<file path="config.mk">
export PLATFORM = sky130hd
export DESIGN_NAME = serial_adder_ctrl
export DESIGN_NICKNAME = d
export VERILOG_FILES = /design/src/rtl/serial_adder_pkg.sv /design/src/rtl/full_adder_behavioral.sv /design/src/rtl/serial_adder_ctrl.sv
export SDC_FILE = /design/constraint.sdc
export NUM_CORES = 1
export LEC_CHECK = 0
export CAP_MARGIN = 20
export CORE_ASPECT_RATIO = 0.8
export CORE_MARGIN = 3
export CORE_UTILIZATION = 50
export DETAILED_ROUTE_END_ITERATION = 8
export GPL_ROUTABILITY_DRIVEN = 1
export PLACE_DENSITY_LB_ADDON = 0.15
export SYNTH_ARGS = -nofsm -noshare
export SYNTH_HDL_FRONTEND = slang
export SYNTH_SLANG_ARGS = --single-unit
</file>
<file path="constraint.sdc">
create_clock -name clk -period 3.2 [get_ports clk]
set_input_delay 0.32 -clock clk [delete_from_list [all_inputs] [get_ports clk]]
set_output_delay 0.32 -clock clk [all_outputs]
set_load 0.005 [all_outputs]
</file>
<file path="src/rtl/serial_adder_pkg.sv">
`default_nettype none
// ============================================================================
//  Module   : serial_adder_pkg
//  Brief    : Shared constants, state type and helpers for serial_adder_ctrl
//  Revision : 1.0
// ============================================================================
package serial_adder_pkg;

  // Default operand/result width
  localparam int DEFAULT_WIDTH = 8;

  // Controller state encoding
  localparam logic [1:0] ST_IDLE  = 2'd0;
  localparam logic [1:0] ST_SHIFT = 2'd1;
  localparam logic [1:0] ST_DONE  = 2'd2;

  typedef enum logic [1:0] {
    S_IDLE  = ST_IDLE,
    S_SHIFT = ST_SHIFT,
    S_DONE  = ST_DONE
  } state_t;

  // Bit counter width; the counter stops at width-1, so it never wraps
  function automatic int cnt_width(input int width);
    return (width <= 2) ? 1 : $clog2(width);
  endfunction

endpackage
`default_nettype wire

</file>
<file path="src/rtl/full_adder_behavioral.sv">
`default_nettype none
// ============================================================================
//  Module   : full_adder_behavioral
//  Brief    : One-bit full adder cell (sum and carry-out of a + b + cin)
//  Revision : 1.0
// ============================================================================
module full_adder_behavioral (
  input  logic a,
  input  logic b,
  input  logic input_carry,
  output logic sum,
  output logic output_carry
);

  assign sum          = a ^ b ^ input_carry;
  assign output_carry = (a & b) | (input_carry & (a ^ b));

endmodule
`default_nettype wire

</file>
<file path="src/rtl/serial_adder_ctrl.sv">
`default_nettype none
// ============================================================================
//  Module   : serial_adder_ctrl
//  Brief    : Bit-serial WIDTH-bit adder around a single full adder cell,
//             LSB first, with start/busy/done handshake.
//             Optional macro SERIAL_ADDER_OVF_EN adds a signed overflow flag.
//  Revision : 1.0
// ============================================================================
module serial_adder_ctrl
  import serial_adder_pkg::*;
#(
  parameter int WIDTH = DEFAULT_WIDTH
) (
  input  logic             clk,
  input  logic             rst,
  input  logic             start,
  input  logic [WIDTH-1:0] a_in,
  input  logic [WIDTH-1:0] b_in,
  input  logic             cin,
  output logic             busy,
  output logic             done,
  output logic [WIDTH-1:0] sum_out,
  output logic             cout
`ifdef SERIAL_ADDER_OVF_EN
  ,
  output logic             overflow
`endif
);

  localparam int CNT_W = cnt_width(WIDTH);
  localparam logic [CNT_W-1:0] C_LAST = CNT_W'(WIDTH - 1);

  state_t           r_state;
  logic [WIDTH-1:0] r_a;
  logic [WIDTH-1:0] r_b;
  logic [WIDTH-1:0] r_result;
  logic             r_carry;
  logic [CNT_W-1:0] r_cnt;

  logic             w_sum;
  logic             w_carry_out;
  logic [WIDTH-1:0] w_result_next;

  // The single adder cell sees the current LSBs and the fed-back carry
  full_adder_behavioral u_fa (
    .a            (r_a[0]),
    .b            (r_b[0]),
    .input_carry  (r_carry),
    .sum          (w_sum),
    .output_carry (w_carry_out)
  );

  // New sum bit enters at the MSB so the LSB-first result lands aligned
  assign w_result_next = {w_sum, r_result[WIDTH-1:1]};

  // Controller FSM with datapath registers and registered handshake outputs
  always_ff @(posedge clk or posedge rst) begin
    if (rst) begin
      r_state  <= S_IDLE;
      r_a      <= '0;
      r_b      <= '0;
      r_result <= '0;
      r_carry  <= 1'b0;
      r_cnt    <= '0;
      busy     <= 1'b0;
      done     <= 1'b0;
      sum_out  <= '0;
      cout     <= 1'b0;
`ifdef SERIAL_ADDER_OVF_EN
      overflow <= 1'b0;
`endif
    end else begin
      done <= 1'b0;
      case (r_state)
        S_IDLE: begin
          if (start) begin
            r_a      <= a_in;
            r_b      <= b_in;
            r_carry  <= cin;
            r_cnt    <= '0;
            r_result <= '0;
            busy     <= 1'b1;
            r_state  <= S_SHIFT;
          end
        end
        S_SHIFT: begin
          r_result <= w_result_next;
          r_carry  <= w_carry_out;
          r_a      <= {1'b0, r_a[WIDTH-1:1]};
          r_b      <= {1'b0, r_b[WIDTH-1:1]};
          r_cnt    <= r_cnt + 1'b1;
          if (r_cnt == C_LAST) begin
            // Final bit: r_carry is the carry into the MSB here
            sum_out <= w_result_next;
            cout    <= w_carry_out;
`ifdef SERIAL_ADDER_OVF_EN
            overflow <= r_carry ^ w_carry_out;
`endif
            done    <= 1'b1;
            r_state <= S_DONE;
          end
        end
        S_DONE: begin
          busy    <= 1'b0;
          r_state <= S_IDLE;
        end
        default: begin
          busy    <= 1'b0;
          r_state <= S_IDLE;
        end
      endcase
    end
  end

endmodule
`default_nettype wire

</file>
* Yosys cells after proc, flatten, opt, wreduce, memory -nomap -nowiden
Index checks and enable logic that the tools add are counted.
** Cells by class
- Add/sub/neg operators :: 1
- Equal/unequal tests :: 4
- Muxes and demuxes :: 17
- Bitwise logic cells :: 6
- Reduce and logical (&&, ||, !) cells :: 6
** Operator list (count)
- $pmux 8 s2 :: 3
- $mux 8 :: 3
- $reduce_and 2->1 :: 4
- $pmux 3 s2 :: 1
- $mux 1 :: 4
- $mux 2 :: 2
- $ne 2x2->1 const B :: 2
- $pmux 1 s2 :: 2
- $pmux 2 s2 :: 1
- $add 3x1->3 const B :: 1
- $eq 3x3->1 const B :: 1
- $mux 3 :: 1
- $and 1x1->1 :: 2
- $eq 2x1->1 const B :: 1
- $logic_not 2->1 :: 1
- $reduce_bool 2->1 :: 1
- $xor 1x1->1 :: 2
- $not 1->1 :: 1
- $or 1x1->1 :: 1
** Word-level totals
- Register bits :: 41
- Input port bits :: 20
- Output and inout port bits :: 11
- Logic and storage cells :: 44

* Depth between registers and ports, before layout
Gate-level depths: netlist of the first run.
- Depth in word-level cells :: 4
- Mapped depth :: 5
- Mapped depth without buffers :: 5

* By module
From an unflattened synthesis of the first run, not the netlist that was laid out.
** Second synthesis, totals
- Cells, all modules :: 146
- Area total of the unflattened synthesis :: 1844.3 um^2
** By module, submodules not included
- serial_adder_ctrl :: instances 1, cells each 145, area each 1824.2 um^2
- full_adder_behavioral :: instances 1, cells each 1, area each 20.0 um^2

* Worst setup path after synthesis of the first run
Ideal clock, no wire load.
- Kind :: reg2reg
- Start point :: reg r_cnt[0]
- End point :: reg sum_out[0]
- Setup time :: 0.125 ns
- Arrival time :: 1.248 ns
- Required time :: 3.075 ns
- Path slack :: 1.826 ns
- Cell stages (with the launch flop) :: 6
- Path buffers :: 0
- Period minus slack after synthesis :: 1.374 ns
- Cells stage by stage :: dfrtp_1 > ha_1 > ha_1 > nand2_4 > inv_4 > mux2_4
** Between the ends
- Cells in the longest elaborated chain, start to end :: 2
** Ends and longest elaborated chain
- start: declaration :: RTL line serial_adder_ctrl.sv:38 : logic [CNT_W-1:0] r_cnt;
- start signal: assignment :: RTL line serial_adder_ctrl.sv:91 : r_cnt <= r_cnt + 1'b1;
- $eq 3x3->1 :: RTL line serial_adder_ctrl.sv:92 : if (r_cnt == C_LAST) begin
- $reduce_and 2->1 (no line)
- end signal: assignment :: RTL line serial_adder_ctrl.sv:94 : sum_out <= w_result_next;
- end: declaration :: RTL line serial_adder_ctrl.sv:22 : output logic [WIDTH-1:0] sum_out,
No other way between the ends.
A chain may end at the register's enable or synchronous reset.

* Worst setup path after layout of the first run
- Start point :: reg r_state[0]
- End point :: reg sum_out[5]
** Between the ends
- Cells in the longest elaborated chain, start to end :: 2
** Ends and longest elaborated chain
- start: declaration :: RTL line serial_adder_ctrl.sv:33 : state_t r_state;
- start signal: assignment :: RTL line serial_adder_ctrl.sv:59 : r_state <= S_IDLE;
- start signal: assignment :: RTL line serial_adder_ctrl.sv:83 : r_state <= S_SHIFT;
- start signal: assignment :: RTL line serial_adder_ctrl.sv:100 : r_state <= S_DONE;
- $eq 2x1->1 :: RTL line serial_adder_ctrl.sv:74 : case (r_state)
- $reduce_and 2->1 (no line)
No other way between the ends.

==> results of run 1 <==
[synthesized netlist by cell type (all sizes together)]
master  instances
nor2b           8
nor3            6
fa              1
buf             8
mux2            9
o21ai           5
inv            10
a21oi           9
nor3b           6
nor2            4
o22a            6
nand2b          1
dfrtp          40
nand3b          2
nor4bb          1
a22oi           1
nand2           5
o221a           2
ha              2
o21bai          1
a22o            9
a221oi          6
[worst register-to-register path, stage by stage, from the launching register on]
cell	delay [ns]
dfrtp_1	0.80
nor2b_4	0.45
nand2_4	0.17
inv_4	0.13
mux2_4	0.31
[flip-flops by register name (all words and copies together), names as in the netlist]
register	flops
done	1
busy	1
r_a	8
cout	1
r_result	7
r_cnt	3
r_state	2
r_carry	1
r_b	8
sum_out	8
[cell families (layout without fill, tap and decap cells)]
group           after synthesis  in the layout  synth area share (%)
flops                        40             40                  55.8
simple gates                 33             33                  12.0
buf+inv                      18             49                  5.72
compound gates               39             39                  16.5
mux                           9              9                  7.53
fa+ha+maj                     3              3                  2.51
[cell type report]
cell class                 instances  area, sq um
clock buffer                       6         82.6
clock inverter                     2         10.0
fill                             240         1080
inverter                          10         40.0
multi-input combinational         84          691
sequential                        40         1000
tap                               40         50.0
timing repair buffer              31          308
[per-layer routing]
layer	wire length, um	global-route usage (%)	part of all wire, %	vias up
met3	183	4.92	5.4	2
met1	1640	25.2	48	595
met4	27	6.58	0.79	0
met2	1560	26.5	46	36
li1	-	-	-	569
met5	0	0	0	-
[final timing paths]
path	start	endpoint
max reg2reg	r_state[0]	sum_out[5]
max	r_state[0]	sum_out[5]
max in group asynchronous	rst	r_result[6]
min reg2reg	r_cnt[0]	r_cnt[0]
min	rst	sum_out[6]
min in group clk	r_cnt[0]	r_cnt[0]
[per-stage QoR]
| stage | util [%] | total power, uW | cells | cell area, sq um |
|---|---|---|---|---|
| floorplan | - | 1430 | 142 | 1790 |
| global placement | 64.0 | 1640 | 205 | 2090 |
| detailed placement | 64.0 | 1680 | 205 | 2090 |
| CTS | 66.8 | 2020 | 213 | 2180 |
| global route | 66.8 | 2140 | 213 | 2180 |
| finish | 66.8 | 2000 | 213 | 2180 |
[where the power goes]
group | leakage, uW | internal, uW | switching (uW)
Sequential | 0.000492 | 731 | 172
Combinational | 0.000444 | 453 | 308
Clock | 0.0000510 | 172 | 163
==> impl_summary.txt, run 1 <==
----------------------------------------------------
[Routing]
  Iteration-0 DRC Markers ... 54
  Mean number of vias per cell ... approximately 5.6
  First drt pass iteration count ... 4
  Antenna-violating nets left ... 0
  Via count ... 1202
  Final Routed Wirelength ... 3410 um
  Per-cell routed wire length ... 16.0 um
  DRC violations left ... 0

[Synthesis]
  Top post-synthesis cells by area ... dfrtp_1 (56%), mux2_4 (7.5%), a22o_1 (4.4%)
  Yosys top cell by area ... dfrtp_1
  Mean cell area of the mapped netlist ... about 13 sq um
  Cell area after synthesis ... between 1500 and 2000 sq um
  Number of unique standard cell types used by synthesis ... 29
  Number of instances in the synthesized netlist ... between 100 and 150
  Fraction of post-synthesis cell area in the top cell type by area ... 55.8%
  Yosys warning count ... 0
  Share of the yosys chip area belonging to registers ... 55.8%
  Post-synthesis register bit count ... 40
  Syn Nets ... 165

[Floorplan]
  Starting density of the core ... 54.9%
  Die area ... 4350 sq um
  Boundary Pins ... 31
  Die Span Y ... roughly 60 um
  Number of core rows ... 18
  Core area ... 3270 sq um
  Die Span X ... approximately 73 um

[STA]
  Slew at the pin with the worst max-slew slack ... 0.749 ns
  Unrepaired setup endpoints after global routing ... false
  Slew margin rel. ... between 50% and 60%
  Final setup TNS ... 0 ns
  Final critical path time including I/O delays and setup ... 1.97 ns
  Highest Clock Rate ... 507 MHz
  Final number of setup-violating endpoints ... 0
  Final Hold Fails ... 0
  Least setup slack across all paths after layout ... ~1.2 ns
  Max-slew violation total from the final report ... 0
  Period utilization ... roughly 62%
  Worst hold slack ... 0.467 ns
  Worst-case clock skew ... approximately 0.0016 ns

[Setup path]
  Type of the setup path with the least slack ... reg2reg
  Critical path launch point type ... flip-flop
  R2r setup slk ... between 1 and 1.5 ns
  Buffers & Inverters on Critical Path ... 1
  Worst Reg2Reg Path Length in Cells ... 4
  Library cell contributing the largest single delay on the critical path ... dfrtp_1
  Series of cell instances along the critical path ... nor2b_4, nand2_4, inv_4, mux2_4
  Endpoint kind of the worst setup timing path ... flip-flop
  Worst endpoint required time ... 3.37 ns
  Worst stage delay on the critical path ... 0.80 ns
  Largest fanout on the critical path ... 22
  CP Depth ... 4
  Top Family by Delay on Critical Path ... flip-flops
  Endpoint arrival time on the critical path ... 2.14 ns

[Layout]
  Area overhead of the layout relative to synthesis ... 21.6%
  Final net count ... 195
  Share of post-route cells with drive strength above 1 ... ~16%
  Leading cell types in the layout, fill and taps excluded ... dfrtp_1 (40), clkdlybuf4s50_1 (30)
  Diodes inserted ... 0
  Most frequent standard cell in the layout excluding fill and tap cells ... dfrtp_1

[Clock network]
  Resized cells post-CTS ... 0
  Maximum clock insertion buffer count ... 2
  Count of clock tree sinks ... 40
  Master cell of the clock root buffer ... clkbuf_8
  Insertion delay of the later-clocked pin in the worst-skew pair ... 0.28 ns
  Post-CTS setup-driven buffer insertion count ... 0
  CTS tree ... built
  Count of hold buffers inserted by post-cts repair ... 0
  Num CTS Buffers ... 5
  Clock-pin slew of the registers on the worst-case setup and hold paths ... about 0.070 ns
  Count of H-tree levels built during CTS ... 2

[Placement]
  Port Buffers ... 30
  Post-detail-place hpwl ... approximately 2400 um
  Global placer's final weighted congestion ... 0.824
  Post-Place Setup Slack ... 1.12 ns

[Power]
  Max VDD drop ... 421 uV
  Power density normalized to cell area ... 916 nW/um^2
  Static leakage power ... a little under 0.001 uW

[GRT]
  Via count of the first global-routing pass ... 1221
  Initial antenna violation count ... 0
  Global routing usage summed across all routing layers ... about 18%
  Global route overflow ... 0
  First-pass GRT wire length ... 5750 um
  Pin count of the biggest net entering global routing ... 24

[Hold path]
  Classification of the worst-slack hold path ... in2async

[Outcome]
  Run status ... complete, no violations

[Job]
  Number of max-cap violations ... 0

----------------------------------------------------
Power figures use the tool's default switching activity.
==> run 2, diff against run 1 <==
- CORE_UTILIZATION: 50 -> 47
- clock period: 3.2 -> 1.7 ns (I/O delays scaled with it)
==> impl_summary.txt, run 2 (synthesized netlist as in run 1, its figures left out) <==
----------------------------------------------------
[Setup path]
  Launch point of the worst path ... r_state[0]
  Endpoint kind of the worst setup timing path ... flip-flop
  Buffers & Inverters on Critical Path ... 1
  Largest fanout on the critical path ... 10
  CP Depth ... 4
  R2R Path End ... sum_out[1]
  Worst setup path endpoint ... sum_out[1]
  Worst Reg2Reg Path Length in Cells ... 4
  Critical path launch point type ... flip-flop
  Top Family by Delay on Critical Path ... flip-flops
  Endpoint arrival time on the critical path ... 1.64 ns
  Reg2Reg Launch Point ... r_state[0]
  Type of the setup path with the least slack ... reg2reg
  Worst endpoint required time ... 1.88 ns
  R2r setup slk ... roughly 0.24 ns
  Worst stage delay on the critical path ... 0.56 ns
  Series of cell instances along the critical path ... nor2b_4, nand2_4, inv_4, mux2_4
  Library cell contributing the largest single delay on the critical path ... dfrtp_1

[Power]
  Power density normalized to cell area ... between 1500 and 2000 nW/um^2
  Static leakage power ... 0.00105 uW
  Max VDD drop ... about 920 uV

[GRT]
  Pin count of the biggest net entering global routing ... 41
  Via count of the first global-routing pass ... 1203
  Initial antenna violation count ... 0
  Global route overflow ... 0
  Global routing usage summed across all routing layers ... roughly 17%
  First-pass GRT wire length ... just under 6000 um

[Clock network]
  Clock-pin slew of the registers on the worst-case setup and hold paths ... 0.08 ns
  Master cell of the clock root buffer ... clkbuf_8
  Insertion delay of the later-clocked pin in the worst-skew pair ... approximately 0.29 ns
  Count of hold buffers inserted by post-cts repair ... 0
  Resized cells post-CTS ... 0
  CTS tree ... built
  Count of H-tree levels built during CTS ... 2
  Count of clock tree sinks ... 40
  Num CTS Buffers ... 5
  Post-CTS setup-driven buffer insertion count ... 0
  Maximum clock insertion buffer count ... 2

[Routing]
  Iteration-0 DRC Markers ... 75
  Antenna-violating nets left ... 0
  Via count ... 1248
  First drt pass iteration count ... 4
  DRC violations left ... 0
  Final Routed Wirelength ... 3480 um
  Mean number of vias per cell ... 5.55
  Per-cell routed wire length ... about 15 um

[Floorplan]
  Die Span X ... between 70 and 80 um
  Boundary Pins ... 31
  Core area ... approximately 3500 sq um
  Number of core rows ... 19
  Starting density of the core ... 50.7%
  Die area ... roughly 4600 sq um
  Die Span Y ... 61.3 um

[Layout]
  Diodes inserted ... 0
  Share of post-route cells with drive strength above 1 ... 20.2%
  Leading cell types in the layout, fill and taps excluded ... dfrtp_1 (40), clkdlybuf4s50_1 (30), buf_4 (11)
  Biggest regs ... r_a x8, r_b x8, sum_out x8
  Filler Cells Inserted ... 273
  Combined flip-flop and latch cell area ... 1000 sq um
  Area overhead of the layout relative to synthesis ... 27.8%
  Area occupied by multi-input gates ... 691 sq um
  Most frequent standard cell in the layout excluding fill and tap cells ... dfrtp_1
  Final net count ... 205

[Job]
  Number of max-cap violations ... 0

[Placement]
  Post-detail-place hpwl ... 2480 um
  Port Buffers ... 30
  Post-Place Setup Slack ... 0.245 ns
  Global placer's final weighted congestion ... 0.762

[STA]
  Period utilization ... between 80% and 90%
  Unrepaired setup endpoints after global routing ... false
  Max-slew violation total from the final report ... 0
  Final number of setup-violating endpoints ... 0
  Final critical path time including I/O delays and setup ... 1.46 ns
  Worst hold slack ... 0.293 ns
  Slew margin rel. ... 66.5%
  Slew at the pin with the worst max-slew slack ... 0.502 ns
  Final Hold Fails ... 0
  Highest Clock Rate ... slightly below 700 MHz
  Worst-case clock skew ... 0.00598 ns
  Final setup TNS ... 0 ns
  Least setup slack across all paths after layout ... 0.236 ns

[Outcome]
  Run status ... complete, no violations

[Hold path]
  Classification of the worst-slack hold path ... in2async

----------------------------------------------------
-- run 2: worst min-delay path: stages --
cell and delay [ns]:
clkdlybuf4s50_1 0.39, inv_1 0.05, buf_4 0.42
-- run 2: report_power, final --
| part | internal [uW] | switching (uW) | leakage, uW |
|---|---|---|---|
| sequential | 1380 | 260 | 0.000492 |
| combinational | 929 | 650 | 0.000494 |
| clock | 518 | 326 | 0.0000645 |
-- run 2: how the worst min path moves through the flow --
stage               startpoint  endpoint  slack [ns]  cells after the start
floorplan              a_in[7]    r_a[7]        0.31                      2
global placement          busy      busy        0.49                      2
detailed placement        busy      busy        0.49                      2
CTS                        rst    r_b[3]        0.31                      3
global route               rst    r_b[3]        0.38                      3
finish                     rst    r_b[3]        0.29                      3
-- run 2: per-stage QoR --
step                total power (uW)  utilization, %  instance area [sq um]  instances
floorplan                       2690               -                   1790        142
global route                    4340            64.7                   2290        225
global placement                3190            61.2                   2170        217
detailed placement              3250            61.2                   2170        217
finish                          4060            64.7                   2290        225
CTS                             4090            64.7                   2290        225
-- run 2: layout make-up --
| type | instances | area share [%] |
|---|---|---|
| sequential | 40 | 43.6 |
| clock inverter | 1 | 1.31 |
| inverter | 10 | 1.75 |
| clock buffer | 7 | 4.20 |
| multi-input combinational | 84 | 30.1 |
| tap | 42 | 2.29 |
| timing repair buffer | 41 | 16.7 |
-- run 2: per-layer routing --
metal / track usage (%) / share of wire, % / vias to the layer above
li1: - / - / 593
met1: 25.5 / 50 / 624
met2: 24.9 / 44 / 25
met3: 3.92 / 4.2 / 6
met4: 6.85 / 1.6 / 0
met5: 0 / 0 / -
